$ cat src/rtl/reg_writeback_pkg.sv
// rtl/reg_writeback_pkg.sv - shared widths, lane record and constants for register writeback
package reg_writeback_pkg;

    localparam int DATA_W    = 32;
    localparam int ADDR_W    = 5;
    localparam int NUM_REGS  = 32;
    localparam int NUM_LANES = 3;

    localparam logic [ADDR_W-1:0] REG_ZERO = '0;

    // One execution-lane result as seen by the write stage
    typedef struct packed {
        logic              valid;
        logic [ADDR_W-1:0] rd;
        logic [DATA_W-1:0] data;
    } lane_t;

endpackage

$ cat src/rtl/reg_writeback_if.sv
// rtl/reg_writeback_if.sv - issue/result inputs and reg_file write port bundle
interface reg_writeback_if;
    import reg_writeback_pkg::*;

    logic                flush;
    logic                iss_valid1, iss_valid2, iss_valid3;
    logic [ADDR_W-1:0]   iss_rd1, iss_rd2, iss_rd3;
    logic                ex_valid1, ex_valid2, ex_valid3;
    logic [ADDR_W-1:0]   ex_rd1, ex_rd2, ex_rd3;
    logic [DATA_W-1:0]   ex_data1, ex_data2, ex_data3;
    logic                RegWr1, RegWr2, RegWr3;
    logic [ADDR_W-1:0]   Rw1, Rw2, Rw3;
    logic [DATA_W-1:0]   busW1, busW2, busW3;
    logic [NUM_REGS-1:0] busy;
    logic                waw_err;

    // Upstream pipeline: drives issue/result lanes, observes write ports
    modport master (
        output flush, iss_valid1, iss_valid2, iss_valid3, iss_rd1, iss_rd2, iss_rd3,
               ex_valid1, ex_valid2, ex_valid3, ex_rd1, ex_rd2, ex_rd3,
               ex_data1, ex_data2, ex_data3,
        input  RegWr1, RegWr2, RegWr3, Rw1, Rw2, Rw3, busW1, busW2, busW3,
               busy, waw_err
    );

    // Writeback stage: consumes lanes, drives reg_file ports and scoreboard
    modport slave (
        input  flush, iss_valid1, iss_valid2, iss_valid3, iss_rd1, iss_rd2, iss_rd3,
               ex_valid1, ex_valid2, ex_valid3, ex_rd1, ex_rd2, ex_rd3,
               ex_data1, ex_data2, ex_data3,
        output RegWr1, RegWr2, RegWr3, Rw1, Rw2, Rw3, busW1, busW2, busW3,
               busy, waw_err
    );

endinterface

$ cat src/rtl/reg_writeback_wb_scoreboard.sv
// rtl/reg_writeback_wb_scoreboard.sv - pending-write mask with flush and WAW protocol checking
module wb_scoreboard
    import reg_writeback_pkg::*;
(
    input  logic                                clk,
    input  logic                                rst_n,
    input  logic                                flush_i,
    input  logic [NUM_LANES-1:0]                iss_valid_i,
    input  logic [NUM_LANES-1:0][ADDR_W-1:0]    iss_rd_i,
    input  logic [NUM_LANES-1:0]                ex_valid_i,
    input  logic [NUM_LANES-1:0][ADDR_W-1:0]    ex_rd_i,
    output logic [NUM_REGS-1:0]                 busy_o,
    output logic                                waw_err_o
);

    logic [NUM_REGS-1:0] busy_q, busy_d;
    logic [NUM_REGS-1:0] set_vec, clr_vec;
    logic                err_q, err_d;
    // After a flush, results for squashed-upstream issues may still arrive;
    // do not flag them until a fresh issue re-establishes the mask.
    logic                supp_q, supp_d;
    logic                issue_seen;

    // Next busy mask, suppression window and error detection
    always_comb begin
        set_vec    = '0;
        clr_vec    = '0;
        issue_seen = 1'b0;
        err_d      = err_q;
        for (int k = 0; k < NUM_LANES; k++) begin
            if (ex_valid_i[k] && ex_rd_i[k] != REG_ZERO) begin
                clr_vec[ex_rd_i[k]] = 1'b1;
            end
            if (iss_valid_i[k] && iss_rd_i[k] != REG_ZERO) begin
                set_vec[iss_rd_i[k]] = 1'b1;
                issue_seen           = 1'b1;
            end
        end
        for (int k = 0; k < NUM_LANES; k++) begin
            if (!flush_i && iss_valid_i[k] && iss_rd_i[k] != REG_ZERO) begin
                if (busy_q[iss_rd_i[k]] && !clr_vec[iss_rd_i[k]]) begin
                    err_d = 1'b1;
                end
                for (int j = 0; j < k; j++) begin
                    if (iss_valid_i[j] && iss_rd_i[j] == iss_rd_i[k]) begin
                        err_d = 1'b1;
                    end
                end
            end
            if (ex_valid_i[k] && ex_rd_i[k] != REG_ZERO && !busy_q[ex_rd_i[k]] && !supp_q) begin
                err_d = 1'b1;
            end
        end
        if (flush_i) begin
            busy_d = '0;
            supp_d = 1'b1;
        end else begin
            busy_d = (busy_q & ~clr_vec) | set_vec;
            supp_d = issue_seen ? 1'b0 : supp_q;
        end
        busy_d[0] = 1'b0;
    end

    // Scoreboard state registers
    always_ff @(posedge clk or negedge rst_n) begin
        if (!rst_n) begin
            busy_q <= '0;
            err_q  <= 1'b0;
            supp_q <= 1'b0;
        end else begin
            busy_q <= busy_d;
            err_q  <= err_d;
            supp_q <= supp_d;
        end
    end

    assign busy_o    = busy_q;
    assign waw_err_o = err_q;

endmodule

$ cat src/rtl/reg_writeback.sv
// rtl/reg_writeback.sv - three-lane result writeback with youngest-wins conflict resolution
module reg_writeback
    import reg_writeback_pkg::*;
(
    input  logic            clk,
    input  logic            rst_n,
    reg_writeback_if.slave  bus
);

    lane_t                             ex [NUM_LANES];
    logic [NUM_LANES-1:0]              regwr_q, regwr_d;
    logic [NUM_LANES-1:0][ADDR_W-1:0]  rw_q, rw_d;
    logic [NUM_LANES-1:0][DATA_W-1:0]  busw_q, busw_d;
    logic [NUM_LANES-1:0]              iss_valid, ex_valid;
    logic [NUM_LANES-1:0][ADDR_W-1:0]  iss_rd, ex_rd;

    assign ex[0] = '{valid: bus.ex_valid1, rd: bus.ex_rd1, data: bus.ex_data1};
    assign ex[1] = '{valid: bus.ex_valid2, rd: bus.ex_rd2, data: bus.ex_data2};
    assign ex[2] = '{valid: bus.ex_valid3, rd: bus.ex_rd3, data: bus.ex_data3};

    assign iss_valid = {bus.iss_valid3, bus.iss_valid2, bus.iss_valid1};
    assign iss_rd    = {bus.iss_rd3, bus.iss_rd2, bus.iss_rd1};
    assign ex_valid  = {bus.ex_valid3, bus.ex_valid2, bus.ex_valid1};
    assign ex_rd     = {bus.ex_rd3, bus.ex_rd2, bus.ex_rd1};

    // Per-lane write enable: drop r0 and any lane shadowed by a younger same-rd lane
    always_comb begin
        regwr_d = '0;
        rw_d    = rw_q;
        busw_d  = busw_q;
        for (int k = 0; k < NUM_LANES; k++) begin
            if (ex[k].valid) begin
                rw_d[k]    = ex[k].rd;
                busw_d[k]  = ex[k].data;
                regwr_d[k] = (ex[k].rd != REG_ZERO);
                for (int j = k + 1; j < NUM_LANES; j++) begin
                    if (ex[j].valid && ex[j].rd == ex[k].rd) begin
                        regwr_d[k] = 1'b0;
                    end
                end
            end
        end
    end

    // Registered reg_file write ports
    always_ff @(posedge clk or negedge rst_n) begin
        if (!rst_n) begin
            regwr_q <= '0;
            rw_q    <= '0;
            busw_q  <= '0;
        end else begin
            regwr_q <= regwr_d;
            rw_q    <= rw_d;
            busw_q  <= busw_d;
        end
    end

    wb_scoreboard u_scoreboard (
        .clk         (clk),
        .rst_n       (rst_n),
        .flush_i     (bus.flush),
        .iss_valid_i (iss_valid),
        .iss_rd_i    (iss_rd),
        .ex_valid_i  (ex_valid),
        .ex_rd_i     (ex_rd),
        .busy_o      (bus.busy),
        .waw_err_o   (bus.waw_err)
    );

    assign bus.RegWr1 = regwr_q[0];
    assign bus.RegWr2 = regwr_q[1];
    assign bus.RegWr3 = regwr_q[2];
    assign bus.Rw1    = rw_q[0];
    assign bus.Rw2    = rw_q[1];
    assign bus.Rw3    = rw_q[2];
    assign bus.busW1  = busw_q[0];
    assign bus.busW2  = busw_q[1];
    assign bus.busW3  = busw_q[2];

endmodule

$ cat src/flat_wrapper.sv
// flat-port wrapper written by rule: the top's interface ports become plain ports
module reg_writeback_flat import reg_writeback_pkg::*;
  (clk, rst_n, bus_flush, bus_iss_valid1, bus_iss_valid2, bus_iss_valid3, bus_iss_rd1, bus_iss_rd2, bus_iss_rd3, bus_ex_valid1, bus_ex_valid2, bus_ex_valid3, bus_ex_rd1, bus_ex_rd2, bus_ex_rd3, bus_ex_data1, bus_ex_data2, bus_ex_data3, bus_RegWr1, bus_RegWr2, bus_RegWr3, bus_Rw1, bus_Rw2, bus_Rw3, bus_busW1, bus_busW2, bus_busW3, bus_busy, bus_waw_err);
  reg_writeback_if bus_i ();
  input  logic clk;
  input  logic rst_n;
  input wire logic [$bits(bus_i.flush)-1:0] bus_flush;
  input wire logic [$bits(bus_i.iss_valid1)-1:0] bus_iss_valid1;
  input wire logic [$bits(bus_i.iss_valid2)-1:0] bus_iss_valid2;
  input wire logic [$bits(bus_i.iss_valid3)-1:0] bus_iss_valid3;
  input wire logic [$bits(bus_i.iss_rd1)-1:0] bus_iss_rd1;
  input wire logic [$bits(bus_i.iss_rd2)-1:0] bus_iss_rd2;
  input wire logic [$bits(bus_i.iss_rd3)-1:0] bus_iss_rd3;
  input wire logic [$bits(bus_i.ex_valid1)-1:0] bus_ex_valid1;
  input wire logic [$bits(bus_i.ex_valid2)-1:0] bus_ex_valid2;
  input wire logic [$bits(bus_i.ex_valid3)-1:0] bus_ex_valid3;
  input wire logic [$bits(bus_i.ex_rd1)-1:0] bus_ex_rd1;
  input wire logic [$bits(bus_i.ex_rd2)-1:0] bus_ex_rd2;
  input wire logic [$bits(bus_i.ex_rd3)-1:0] bus_ex_rd3;
  input wire logic [$bits(bus_i.ex_data1)-1:0] bus_ex_data1;
  input wire logic [$bits(bus_i.ex_data2)-1:0] bus_ex_data2;
  input wire logic [$bits(bus_i.ex_data3)-1:0] bus_ex_data3;
  output wire logic [$bits(bus_i.RegWr1)-1:0] bus_RegWr1;
  output wire logic [$bits(bus_i.RegWr2)-1:0] bus_RegWr2;
  output wire logic [$bits(bus_i.RegWr3)-1:0] bus_RegWr3;
  output wire logic [$bits(bus_i.Rw1)-1:0] bus_Rw1;
  output wire logic [$bits(bus_i.Rw2)-1:0] bus_Rw2;
  output wire logic [$bits(bus_i.Rw3)-1:0] bus_Rw3;
  output wire logic [$bits(bus_i.busW1)-1:0] bus_busW1;
  output wire logic [$bits(bus_i.busW2)-1:0] bus_busW2;
  output wire logic [$bits(bus_i.busW3)-1:0] bus_busW3;
  output wire logic [$bits(bus_i.busy)-1:0] bus_busy;
  output wire logic [$bits(bus_i.waw_err)-1:0] bus_waw_err;
  assign bus_i.flush = bus_flush;
  assign bus_i.iss_valid1 = bus_iss_valid1;
  assign bus_i.iss_valid2 = bus_iss_valid2;
  assign bus_i.iss_valid3 = bus_iss_valid3;
  assign bus_i.iss_rd1 = bus_iss_rd1;
  assign bus_i.iss_rd2 = bus_iss_rd2;
  assign bus_i.iss_rd3 = bus_iss_rd3;
  assign bus_i.ex_valid1 = bus_ex_valid1;
  assign bus_i.ex_valid2 = bus_ex_valid2;
  assign bus_i.ex_valid3 = bus_ex_valid3;
  assign bus_i.ex_rd1 = bus_ex_rd1;
  assign bus_i.ex_rd2 = bus_ex_rd2;
  assign bus_i.ex_rd3 = bus_ex_rd3;
  assign bus_i.ex_data1 = bus_ex_data1;
  assign bus_i.ex_data2 = bus_ex_data2;
  assign bus_i.ex_data3 = bus_ex_data3;
  assign bus_RegWr1 = bus_i.RegWr1;
  assign bus_RegWr2 = bus_i.RegWr2;
  assign bus_RegWr3 = bus_i.RegWr3;
  assign bus_Rw1 = bus_i.Rw1;
  assign bus_Rw2 = bus_i.Rw2;
  assign bus_Rw3 = bus_i.Rw3;
  assign bus_busW1 = bus_i.busW1;
  assign bus_busW2 = bus_i.busW2;
  assign bus_busW3 = bus_i.busW3;
  assign bus_busy = bus_i.busy;
  assign bus_waw_err = bus_i.waw_err;
  reg_writeback u_core (.clk(clk), .rst_n(rst_n), .bus(bus_i));
endmodule
$ cat config.mk
export PLATFORM = sky130hd
export DESIGN_NAME = reg_writeback_flat
export DESIGN_NICKNAME = d
export VERILOG_FILES = /design/src/rtl/reg_writeback_pkg.sv /design/src/rtl/reg_writeback_if.sv /design/src/rtl/reg_writeback_wb_scoreboard.sv /design/src/rtl/reg_writeback.sv /design/src/flat_wrapper.sv
export SDC_FILE = /design/constraint.sdc
export NUM_CORES = 1
export LEC_CHECK = 0
export CAP_MARGIN = 15
export CORE_MARGIN = 3
export CORE_UTILIZATION = 37
export CTS_BUF_LIST = sky130_fd_sc_hd__clkbuf_4 sky130_fd_sc_hd__clkbuf_8 sky130_fd_sc_hd__clkbuf_16
export DETAILED_ROUTE_END_ITERATION = 8
export REMOVE_ABC_BUFFERS = 1
export SLEW_MARGIN = 20
export SYNTH_ARGS = -nofsm -noshare
export SYNTH_HDL_FRONTEND = slang
export SYNTH_SLANG_ARGS = --single-unit
$ cat constraint.sdc
create_clock -name clk -period 2.8 [get_ports clk]
set_input_delay 0.28 -clock clk [delete_from_list [all_inputs] [get_ports clk]]
set_output_delay 0.28 -clock clk [all_outputs]
set_load 0.02 [all_outputs]
== Yosys cells after proc, flatten, opt, wreduce, memory -nomap -nowiden ==
Index checks and enable logic that the tools add are counted.
Storage, ports and cells
  flip-flop bits (word level): 147
Cells by class
  $lt $le $gt $ge: 12
  equal/unequal tests: 6
  muxes and demuxes: 60
  bitwise gates (word level): 7
  reductions and logical operators: 48
Operators by type and width (count)
  32-bit 2-to-1 mux: 7
  32-bit OR: 5
  1-bit binary-select mux with 5-bit select: 9
  1-bit 2-to-1 mux: 38
  5-bit by 6-bit < comparator with 1-bit output, second input constant: 6
  1-bit logical AND: 33
  32-bit AND: 1
  32-bit NOT: 1
  1-bit demux with 5-bit select: 6
  5-bit equality test: 6
  5-bit by 1-bit >= comparator with 1-bit output, second input constant: 6
  5-bit nonzero test: 6
  1-bit zero test: 8
  2-bit nonzero test: 1

== Logic depth before layout (Yosys ltp) ==
  depth in word-level cells: 25
  depth in mapped cells: 10

== Hierarchy ==
Synthesis repeated with hierarchy kept, for this count alone.
Second synthesis, totals
  cell total of the unflattened synthesis: 959
  area, all modules: 10187.3 sq um
Modules (own cells, without submodules)
  wb_scoreboard: times used 1, cells each 694, area an instance 5808.1 sq um, seq. area each 825.8 sq um
  reg_writeback: times used 1, cells each 265, area an instance 4379.2 sq um, seq. area each 2852.7 sq um

== Worst setup path after synthesis ==
No wires, ideal clock.
  path kind: input-to-reg
  start point: in bus_iss_rd2[1]
  end point: reg u_core.u_scoreboard.err_q, in the netlist u_core.u_scoreboard.waw_err_o
  library setup time: 0.126 ns
  arrival time: 2.170 ns
  required time: 2.674 ns
  path slack: 0.504 ns
  cell stages on the path: 9
  buffers on the path: 2
  cells stage by stage: clkbuf_1 > buf_2 > mux2_2 > a22o_1 > a221oi_1 > nand3_1 > o221ai_1 > and4b_1 > a221o_1
On the way
  word-level cells in the longest chain between the ends: 13
  elaborated cells between the ends (all ways): 21
  classes of those cells: 2 x eq/ne; 13 x mux; 6 x reduce/logical
Ends and longest elaborated chain
  start, declared: line flat_wrapper.sv:12  | input wire logic [$bits(bus_i.iss_rd2)-1:0] bus_iss_rd2;
  1-bit binary-select mux with 5-bit select: line reg_writeback_wb_scoreboard.sv:41  | if (busy_q[iss_rd_i[k]] && !clr_vec[iss_rd_i[k]]) begin
  1-bit 2-to-1 mux (implied by the code): line reg_writeback_wb_scoreboard.sv:41
  1-bit zero test: line reg_writeback_wb_scoreboard.sv:41
  1-bit logical AND: line reg_writeback_wb_scoreboard.sv:41
  1-bit 2-to-1 mux: line reg_writeback_wb_scoreboard.sv:41
  1-bit 2-to-1 mux: line reg_writeback_wb_scoreboard.sv:45  | if (iss_valid_i[j] && iss_rd_i[j] == iss_rd_i[k]) begin
  1-bit 2-to-1 mux: line reg_writeback_wb_scoreboard.sv:40  | if (!flush_i && iss_valid_i[k] && iss_rd_i[k] != REG_ZERO) begin
  1-bit 2-to-1 mux: line reg_writeback_wb_scoreboard.sv:50  | if (ex_valid_i[k] && ex_rd_i[k] != REG_ZERO && !busy_q[ex_rd_i[k]] && !supp_q) begin
  1-bit 2-to-1 mux: line reg_writeback_wb_scoreboard.sv:41
  1-bit 2-to-1 mux (2 in series): line reg_writeback_wb_scoreboard.sv:45
  1-bit 2-to-1 mux (*): line reg_writeback_wb_scoreboard.sv:40
  1-bit 2-to-1 mux (*): line reg_writeback_wb_scoreboard.sv:50
  net u_core.u_scoreboard.err_d: line reg_writeback_wb_scoreboard.sv:18  | logic err_q, err_d;
  end signal, assigned: line reg_writeback_wb_scoreboard.sv:72  | err_q <= err_d;
  end, declared: line reg_writeback_wb_scoreboard.sv:18
The timed path passes the listed nets; every way through them passes the cells marked *. The select of a mux whose other input is x is not followed.
A chain may end at the register's enable or synchronous reset.

== Worst setup path in the final report ==
  start point: in bus_ex_rd3[4]
  end point: reg u_core.u_scoreboard.err_q, in the netlist u_core.u_scoreboard.waw_err_o
On the way
  word-level cells in the longest chain between the ends: 22
  elaborated cells between the ends (all ways): 38
  classes of those cells: 2 x order compare; 23 x mux; 1 x bitwise; 12 x reduce/logical
Ends and longest elaborated chain
  start, declared: line flat_wrapper.sv:19  | input wire logic [$bits(bus_i.ex_rd3)-1:0] bus_ex_rd3;
  5-bit by 6-bit < comparator with 1-bit output (implied by the code) / 5-bit by 1-bit >= comparator with 1-bit output (equally long branches): line reg_writeback_wb_scoreboard.sv:32  | clr_vec[ex_rd_i[k]] = 1'b1;
  1-bit logical AND (implied by the code): line reg_writeback_wb_scoreboard.sv:32
  1-bit 2-to-1 mux (implied by the code): line reg_writeback_wb_scoreboard.sv:32
  1-bit demux with 5-bit select: line reg_writeback_wb_scoreboard.sv:32
  32-bit OR (no source line)
  32-bit 2-to-1 mux: line reg_writeback_wb_scoreboard.sv:31  | if (ex_valid_i[k] && ex_rd_i[k] != REG_ZERO) begin
  1-bit binary-select mux with 5-bit select: line reg_writeback_wb_scoreboard.sv:41
  1-bit 2-to-1 mux (implied by the code): line reg_writeback_wb_scoreboard.sv:41
  [6 not listed]
  1-bit 2-to-1 mux: line reg_writeback_wb_scoreboard.sv:45
  1-bit 2-to-1 mux: line reg_writeback_wb_scoreboard.sv:40
  1-bit 2-to-1 mux: line reg_writeback_wb_scoreboard.sv:50
  1-bit 2-to-1 mux: line reg_writeback_wb_scoreboard.sv:41
  1-bit 2-to-1 mux (2 in series): line reg_writeback_wb_scoreboard.sv:45
  1-bit 2-to-1 mux: line reg_writeback_wb_scoreboard.sv:40
  1-bit 2-to-1 mux (*): line reg_writeback_wb_scoreboard.sv:50
  net u_core.u_scoreboard.err_d: line reg_writeback_wb_scoreboard.sv:18
Marks and branches as above.

==> flow_summary.yaml <==
drt:
  routedWlPerCell_um: 27.09
  viasPerCell: 6.016
  drtIter0Drc: 1418
  postRouteWirelength_mm: 48.24
  via_count: 10720
  ant_nets: 0
  drc_errors: 0
  firstDrtPassIters: 6
sta:
  finalSetupViolations: 0
  worst_slack_ps: 92.76
  clock_skew_ps: 11.46
  relSlewSlack_pct: 41.77
  grt_setup_unrepaired: "no"
  maxSlewViolCount: 0
  clock.fmax_mhz: 369.4
  finalHoldViolCount: 0
  fin_tns_setup_ps: 0
  tightest_slew_ps: 869.4
  post-route-period-util_pct: 96.69
  period_minus_slack_ps: 2707
synth:
  synth_top_area_cell: "dfrtp_1"
  ys.flop_type: "dfrtp_1"
  ys_warn_count: 0
  synth_edf_count: 0
  syn_area_um2: 9898
  ys_types: 83
  synth-async-reset-ratio_pct: 100.0
  seq_area_frac_synth_pct: 37.16
  ys_seq_elements: 147
  ys_top_cells_by_count: "dfrtp_1 (147), mux2_2 (122), nor2_1 (65)"
  post-synth-top-count-cell: "dfrtp_1"
  yosys-top-cells-area: "dfrtp_1 (37%), mux2_2 (14%), mux4_2 (8.4%), nor2_1 (2.5%), nand2_1 (2.2%)"
  avgSynthCellArea_um2: 10.46
  syn_inst: 946
  synth_top_area_share_pct: 37.16
power:
  cellLeakagePower_nw: 6.330
  power_w: 0.006782
  p_per_area_nw_per_um2: 438.9
  ir_drop_mv: 0.3531
layout:
  fillCellCount: 2258
  area_growth_pct: 56.10
  drive_gt1_share_pct: 33.40
  diodes: 0
  layout.nets: 1568
  fin_cells: 1781
floorplanning:
  dieArea_um2: 28750
  dieWidth_um: 169.6
  io_pins: 282
  die_y_um: 169.6
  coreArea_um2: 26210
  initial_utilization_pct: 37.77
  fp-row-count: 59
global_routing:
  grt_pass1_wl_mm: 70.56
  grt_pass1_vias: 10670
  grt_antenna_before_repair: 0
  grtUsageTotal_pct: 33.19
  grt_max_degree: 56
  overflow: 0
setup_path:
  slowest_stage: "or3b_2"
  crit_path_max_fanout: 5
  path_class: "input port to flop"
  crit_path_start_kind: "input port"
  end_kind: "flop"
  required_ps: 3110
  cp_slowest_stage_delay_ps: 540
  path_common_cell: "buf_4"
  crit_arrival_ps: 3020
  cp_cell_sequence: "clkdlybuf4s50_1 > buf_4 > buf_4 > or3b_2 > o22ai_1 > a21o_1 > mux4_2 > nand2_1 > o2111ai_1 > a311oi_1 > a221o_1"
placement:
  place_inst: 1746
  port_buffers: 280
  place_ws_ps: -320.4
  gp_congestion: 1.045
  dp_hpwl_mm: 37.56
outcome:
  status: "completed"
min_path:
  hold_path.class: "input port to flop"
clock_network:
  htreeDepth: 4
  clock-sinks: 147
  cts_buffers: 17
  cts_tree: "built"
  clk_pin_slew_worst_paths_ps: 80
  cts-root-buf: "clkbuf_16"
  insertion_delay_ps: 440
  clock_path_buffers: 2
job:
  drv_cap: 0
[area by class of cell]
cell class / instances / area [um2] / area share [%]
inverter: 24 / 90.09 / 0.5830
timing repair buffer: 549 / 4881 / 31.59
sequential: 147 / 3679 / 23.81
tap: 335 / 419.2 / 2.713
clock inverter: 15 / 182.7 / 1.182
multi-input combinational: 694 / 5774 / 37.37
clock buffer: 17 / 425.4 / 2.753
[registers in the layout (all words and copies together) (netlist names), 3 cells and up]
register,count
u_core.bus.busW1,32
u_core.bus.busW2,32
u_core.bus.busW3,32
u_core.u_scoreboard.busy_o,31
u_core.bus.Rw1,5
u_core.bus.Rw2,5
u_core.bus.Rw3,5
u_core.regwr_q,3
[through the flow]
stage                     hold WS [ps]  utilization [%]  area, um2
final                            256.3            58.96      15450
after global routing             272.5            58.96      15450
after CTS                        243.1            58.85      15420
after detailed placement         305.2            56.49      14800
after global placement           299.8            56.49      14800
after floorplan                 -15.59                -       9529
[critical path, delay by kind of cell]
family	cells	cell delay (ps)
compound gates	5	960
simple gates	2	650
buf+inv	3	840
mux	1	270
[cell families after synthesis]
kind of cell	share of synthesized area, %
other	0.03789
flip-flops	37.16
multiplexers	24.54
AO/OA/AOI/OAI	17.55
buffers and inverters	4.639
XOR/XNOR	2.655
AND/OR/NAND/NOR	13.42
[layer usage]
layer	vias to the layer above	wire length [um]	global-route usage, %
met4	0	1007	7.895
met5	-	0	0
met3	90	6232	12.21
met2	760	20460	48.28
li1	4632	-	-
met1	5233	20540	47.20
[power by group]
group	switching (W)	internal (W)	total, W	leakage (nW)
sequential	0.000116	0.00230	0.00242	1.78
combinational	0.000993	0.000988	0.00198	4.25
clock	0.00118	0.00121	0.00239	0.291
[placed cells by master (no fill, tap or decap), types with 5 or more instances in the layout]
| cell type | netlist | final |
|---|---|---|
| a22oi_1 | 16 | 16 |
| xor2_1 | 24 | 24 |
| a22o_1 | 20 | 20 |
| clkinv_8 | 0 | 6 |
| or3b_1 | 5 | 5 |
| nor2b_1 | 13 | 13 |
| buf_4 | 3 | 262 |
| clkbuf_16 | 0 | 17 |
| clkdlybuf4s50_1 | 0 | 275 |
| a32oi_1 | 6 | 6 |
| mux2i_1 | 21 | 21 |
| inv_1 | 21 | 21 |
| and2_1 | 5 | 5 |
| a21oi_1 | 26 | 26 |
| a221o_1 | 5 | 5 |
| dfrtp_1 | 147 | 147 |
| nor3_1 | 17 | 17 |
| nand3_1 | 18 | 18 |
| nand2_1 | 59 | 59 |
| and3_1 | 13 | 13 |
| nor2_1 | 65 | 65 |
| or3_1 | 5 | 5 |
| a222oi_1 | 8 | 8 |
| a211oi_1 | 6 | 6 |
| o22ai_1 | 23 | 23 |
| a31oi_1 | 21 | 20 |
| mux4_2 | 37 | 37 |
| a221oi_1 | 19 | 19 |
| o211ai_1 | 5 | 5 |
| nor3b_1 | 10 | 10 |
| nor4_1 | 9 | 9 |
| xnor2_1 | 6 | 6 |
| mux2_2 | 122 | 122 |
| o21ai_0 | 22 | 22 |
| nand3b_1 | 13 | 13 |
| buf_12 | 0 | 6 |
[worst paths after layout]
kind	start	endpoint	slack (ps)	depth (start not counted)
max in group asynchronous	rst_n	u_core.bus.busW2[29]$_DFFE_PN0P_	1630	3
worst min-delay path	bus_ex_valid1	u_core.bus.Rw1[4]$_DFFE_PN0P_	260	2
worst max register to register	u_core.u_scoreboard.busy_o[18]$_DFF_PN0_	u_core.u_scoreboard.waw_err_o$_DFF_PN0_	200	7
worst max-delay path	bus_ex_rd3[4]	u_core.u_scoreboard.waw_err_o$_DFF_PN0_	90	11
worst min register to register	u_core.bus.busW2[3]$_DFFE_PN0P_	u_core.bus.busW2[3]$_DFFE_PN0P_	510	1
min in group asynchronous	rst_n	u_core.u_scoreboard.busy_o[16]$_DFF_PN0_	390	2
[what timing repair did]
| item | in CTS | in global routing |
|---|---|---|
| endpoints found under the setup margin | 0 | 1 |
| hold buffers | 1 | 0 |
| buffers inserted | 0 | 2 |
| resized for setup | 0 | 2 |
| hold endpoints to repair | 52 | 0 |
Note: power is estimated with default switching activity, not from simulation.
